### src/rtl/sqrt_pkg.sv
// Shared definitions for the iterative square-root block: controller states and
// the default radicand width.
package sqrt_pkg;
  localparam int DEFAULT_WIDTH = 8;

  typedef enum logic [1:0] {
    IDLE = 2'd0,
    CALC = 2'd1,
    DONE = 2'd2
  } state_e;
endpackage

### src/rtl/sqrt_step.sv
// One restoring digit-by-digit square-root iteration: brings down the next
// radicand bit pair and resolves one root bit.
module sqrt_step #(
  parameter int HALF = 4
) (
  input  logic [HALF:0]   rem_i,
  input  logic [HALF-1:0] root_i,
  input  logic [1:0]      pair_i,
  output logic [HALF:0]   rem_o,
  output logic [HALF-1:0] root_o
);
  localparam int RW = HALF + 1;

  logic [HALF+2:0] trial;
  logic [HALF+2:0] divisor;
  logic [HALF+2:0] diff;

  always_comb begin
    trial   = {rem_i, pair_i};
    divisor = {1'b0, root_i, 2'b01};
    diff    = trial - divisor;
    // The remainder never exceeds 2*root, so it always fits back in HALF+1 bits.
    if (trial >= divisor) begin
      rem_o  = RW'(diff);
      root_o = (root_i << 1) | HALF'(1);
    end else begin
      rem_o  = RW'(trial);
      root_o = root_i << 1;
    end
  end
endmodule

### src/rtl/sqrt_iter.sv
// Iterative integer square root: one root bit per clock, floor or rounded root,
// floor remainder, request/drop handshake with fully registered outputs.
module sqrt_iter
  import sqrt_pkg::*;
#(
  parameter int WIDTH = DEFAULT_WIDTH,
  parameter int ROUND = 0
) (
  input  logic               clk,
  input  logic               rst,
  input  logic [WIDTH-1:0]   x_in,
  input  logic               x_ready,
  output logic [WIDTH/2-1:0] y_out,
  output logic [WIDTH/2:0]   rem_out,
  output logic               y_ready,
  output logic               busy,
  output logic               x_drop
);
  localparam int HALF = WIDTH / 2;
  localparam int CW   = $clog2(HALF + 1);

  state_e          state_q, state_d;
  logic [CW-1:0]   cnt_q, cnt_d;
  logic [WIDTH-1:0] x_q, x_d;
  logic [HALF:0]   rem_q, rem_d;
  logic [HALF-1:0] root_q, root_d;
  logic [HALF-1:0] y_q, y_d;
  logic [HALF:0]   remo_q, remo_d;
  logic            yr_q, yr_d;
  logic            busy_q, busy_d;
  logic            drop_q, drop_d;

  logic [HALF:0]   step_rem;
  logic [HALF-1:0] step_root;
  logic [HALF-1:0] y_fin;

  sqrt_step #(.HALF(HALF)) u_step (
    .rem_i  (rem_q),
    .root_i (root_q),
    .pair_i (x_q[WIDTH-1 -: 2]),
    .rem_o  (step_rem),
    .root_o (step_root)
  );

  // Rounding uses rem > r, equivalent to x >= (r + 0.5)^2; all-ones root saturates.
  always_comb begin
    y_fin = step_root;
    if (ROUND != 0 && step_rem > {1'b0, step_root} && step_root != '1)
      y_fin = step_root + HALF'(1);
  end

  always_comb begin
    state_d = state_q;
    cnt_d   = cnt_q;
    x_d     = x_q;
    rem_d   = rem_q;
    root_d  = root_q;
    y_d     = y_q;
    remo_d  = remo_q;
    yr_d    = 1'b0;
    drop_d  = 1'b0;
    case (state_q)
      IDLE: begin
        if (x_ready) begin
          x_d     = x_in;
          rem_d   = '0;
          root_d  = '0;
          cnt_d   = CW'(HALF);
          state_d = CALC;
        end
      end
      CALC: begin
        drop_d = x_ready;
        rem_d  = step_rem;
        root_d = step_root;
        x_d    = x_q << 2;
        cnt_d  = cnt_q - CW'(1);
        if (cnt_q == CW'(1)) begin
          y_d     = y_fin;
          remo_d  = step_rem;
          yr_d    = 1'b1;
          state_d = DONE;
        end
      end
      DONE: begin
        drop_d  = x_ready;
        state_d = IDLE;
      end
      default: state_d = IDLE;
    endcase
    busy_d = (state_d != IDLE);
  end

  always_ff @(posedge clk or negedge rst) begin
    if (!rst) begin
      state_q <= IDLE;
      cnt_q   <= '0;
      x_q     <= '0;
      rem_q   <= '0;
      root_q  <= '0;
      y_q     <= '0;
      remo_q  <= '0;
      yr_q    <= 1'b0;
      busy_q  <= 1'b0;
      drop_q  <= 1'b0;
    end else begin
      state_q <= state_d;
      cnt_q   <= cnt_d;
      x_q     <= x_d;
      rem_q   <= rem_d;
      root_q  <= root_d;
      y_q     <= y_d;
      remo_q  <= remo_d;
      yr_q    <= yr_d;
      busy_q  <= busy_d;
      drop_q  <= drop_d;
    end
  end

  assign y_out   = y_q;
  assign rem_out = remo_q;
  assign y_ready = yr_q;
  assign busy    = busy_q;
  assign x_drop  = drop_q;
endmodule

### config.mk
export PLATFORM = sky130hd
export DESIGN_NAME = sqrt_iter
export DESIGN_NICKNAME = d
export VERILOG_FILES = /design/src/rtl/sqrt_pkg.sv /design/src/rtl/sqrt_step.sv /design/src/rtl/sqrt_iter.sv
export SDC_FILE = /design/constraint.sdc
export NUM_CORES = 1
export LEC_CHECK = 0
export BUFFER_PORTS_ARGS = -buffer_cell sky130_fd_sc_hd__buf_2
export CORE_MARGIN = 1.5
export CORE_UTILIZATION = 30
export CTS_CLUSTER_DIAMETER = 40
export DETAILED_ROUTE_END_ITERATION = 8
export PLACE_DENSITY = 0.47
export SLEW_MARGIN = 0
export SYNTH_ARGS = -nofsm -noshare
export SYNTH_HDL_FRONTEND = slang
export SYNTH_SLANG_ARGS = --single-unit
### constraint.sdc
create_clock -name clk -period 2.6 [get_ports clk]
set_input_delay 0.39 -clock clk [delete_from_list [all_inputs] [get_ports clk]]
set_output_delay 0.39 -clock clk [all_outputs]
set_load 0.01 [all_outputs]
==> out/results.tsv <==
metric	value	unit
status	complete, no violations	
nets	228	
reg2reg start	rem_q[0]$_DFFE_PN0P_	
RSZ-0062 raised after global routing	false	
core area	0.00551	mm²
H-tree Lvls	2	
die height	78.4	µm
final global-route overflow total	0	
DR WL/cell	12.6	µm
share of layout cells above drive strength 1	16.8	%
drt drc	0	
main area contributors after synthesis	dfrtp_1, nand2_1, o21ai_0, ha_1, mux2i_1	
Leakage	0.959	nW
Yosys cell types	32	
CTS buffer count	5	
Power Total	2.82	mW
fin crit share	77.9	%
HPWL Detailed	2480	µm
IO Port Bufs	22	
Yosys reg bits	34	
CTS tree	built	
GRT Total Usage	12.7	%
antenna violations before repair	0	
synthesized area	0.00171	mm²
CTS Buffer Depth	2	
cells after synthesis	179	
CP delay by family, top	compound AO/OA/AOI/OAI gates	
most common cell after layout, fill and taps aside	nand2_1	
Yosys top cell by area	dfrtp_1	
DIE AREA	0.00615	mm²
minimum clock period	2020	ps
Hold WC Path Type	input pin to asynchronous set/reset pin	
vias in the first global route	1307	
first-pass GRT wire length	6090	µm
Worst Setup End Kind	register	
Final GP Congestion	0.765	
hold violation count in the final report	0	
Worst Path Required	2760	ps
first-pass detailed-route iteration total	4	
Slowest cell on crit path	dfrtp_1	
Worst Setup SP	rem_q[0]$_DFFE_PN0P_	
Clock Tree Root	clkbuf_8	
PD cells	1400	mW/mm²
Max-Cap Viols	0	
Starting Density	31.0	%
Worst slew margin	48.0	%
Routed WL	3520	µm
WS Path Type	register to register	
Fin Setup TNS	0	ps
CP Buf/Inv Count	0	
via count	1297	
number of clock sinks	34	
CP peak stage delay	420	ps
remaining antenna violation count after routing	0	
Top-Level Pins	23	
largest net degree at the start of global routing	35	
CP Launch Type	register	
die width	78.4	µm
syn nets	200	
worst path cell trace	ha_1 -> a21o_1 -> a211o_1 -> a311o_1 -> nand4_1 -> o21ai_0	
row cnt	27	
Crit path arrival time	2180	ps
Resized cells post-CTS	0	
Critical Path Fanout Max	6	
commonest non-fill, non-tap cells in the layout	nand2_1, dfrtp_1, o21ai_0, buf_2, inv_1	
vias per cell	4.63	
share of the synthesized area in the top cell type	49.9	%
Clock transition at path regs	70	ps
DRT iter0 DRCs	97	
clock insertion delay at the later pin of the skew report	280	ps
fillcell total	579	
CTS hold repair buffers	0	
Setup Viol. Count Final	0	
sequential fraction of the synthesis area	49.9	%
synth warn	0	
Layout area overhead	17.7	%
antenna cell count	0	
clock skew	9.55	ps
Post-Syn Area per Cell	9.53	µm²
Max Transition Viols Final	0	
Max Clk Rate	494	MHz
post-CTS setup buffer count	0	
pin slew with the least headroom to its limit	780	ps
worst vdd ir	505	µV
final timing paths:
path	end	slack (ps)	cells past startpoint
worst min register to register	rem_out[3]$_DFFE_PN0P_	480	2
min in group clk	state_q[0]$_DFF_PN0_	390	3
worst min-delay path	rem_q[2]$_DFFE_PN0P_	180	1
worst max register to register	rem_q[4]$_DFFE_PN0P_	580	6
worst max-delay path	rem_q[4]$_DFFE_PN0P_	580	6
max in group asynchronous	cnt_q[2]$_DFFE_PN0P_	1920	1
cells by family after synthesis:
family                     share of synthesized area, %
muxes                                              3.52
adders and majority gates                          7.33
xor gates and xnor gates                           1.03
and+or+nand+nor                                    15.6
AOI/OAI and AO/OA                                  18.7
DFF                                                49.9
buffers and inverters                              3.96
registers in the layout, indices dropped and copies added (netlist names):
name and cells:
root_q 4, rem_q 5, x_drop 1, y_ready 1, y_out 4, rem_out 5, state_q 2, x_q 8
busy 1, cnt_q 3
per-stage QoR:
step / utilization, % / area [µm²] / cells / worst slack (ps) / hold WS (ps)
4_1_cts: 36.5 / 2010 / 280 / 570 / 227
2_1_floorplan: - / 1710 / 179 / 708 / 94.4
6_report: 36.5 / 2010 / 280 / 575 / 184
3_3_place_gp: 34.8 / 1920 / 272 / 621 / 461
5_1_grt: 36.5 / 2010 / 280 / 472 / 256
3_5_place_dp: 34.8 / 1920 / 272 / 586 / 469
final cells by class:
type                       count  area, µm²  share of cell area (%)
sequential                    34        851                    42.3
inverter                      13       48.8                    2.43
clock buffer                   7       86.3                    4.30
tap                           72       90.1                    4.48
timing repair buffer          26        140                    6.97
clock inverter                 1       5.00                   0.249
multi-input combinational    127        788                    39.2
per-layer routing:
layer	vias up	wire length, µm	GRT usage, %
met5	-	0	0
met4	0	42	4.29
met3	5	136	3.49
met2	25	1610	19.8
met1	594	1740	17.0
li1	673	-	-
synth_stat cells:
cell and n:
nand4_1 1, o21ai_1 4, xor2_1 1, dfrtp_1 34, o21a_1 2, a31oi_1 4, a21o_1 1, xnor2_1 1
o22ai_1 1, a21oi_1 2, nand3_1 5, nor2b_1 6, o311ai_0 4, o21ai_0 26, buf_1 1, nand2b_1 4
and3b_1 1, a211o_1 2, nand2_1 35, a211oi_1 1, and2_1 1, clkbuf_1 4, mux2i_1 6, inv_1 13
ha_1 10, or3_1 2, nor2_1 2, or2_2 1, a41oi_1 1, a21oi_4 1, o211a_1 1, a311o_1 1
power breakdown:
group / switching (mW) / leakage (nW) / internal [mW]
logic: 0.890 / 0.478 / 0.616
clock network: 0.185 / 0.0482 / 0.214
registers: 0.145 / 0.433 / 0.767
Power figures use the tool's default switching activity.
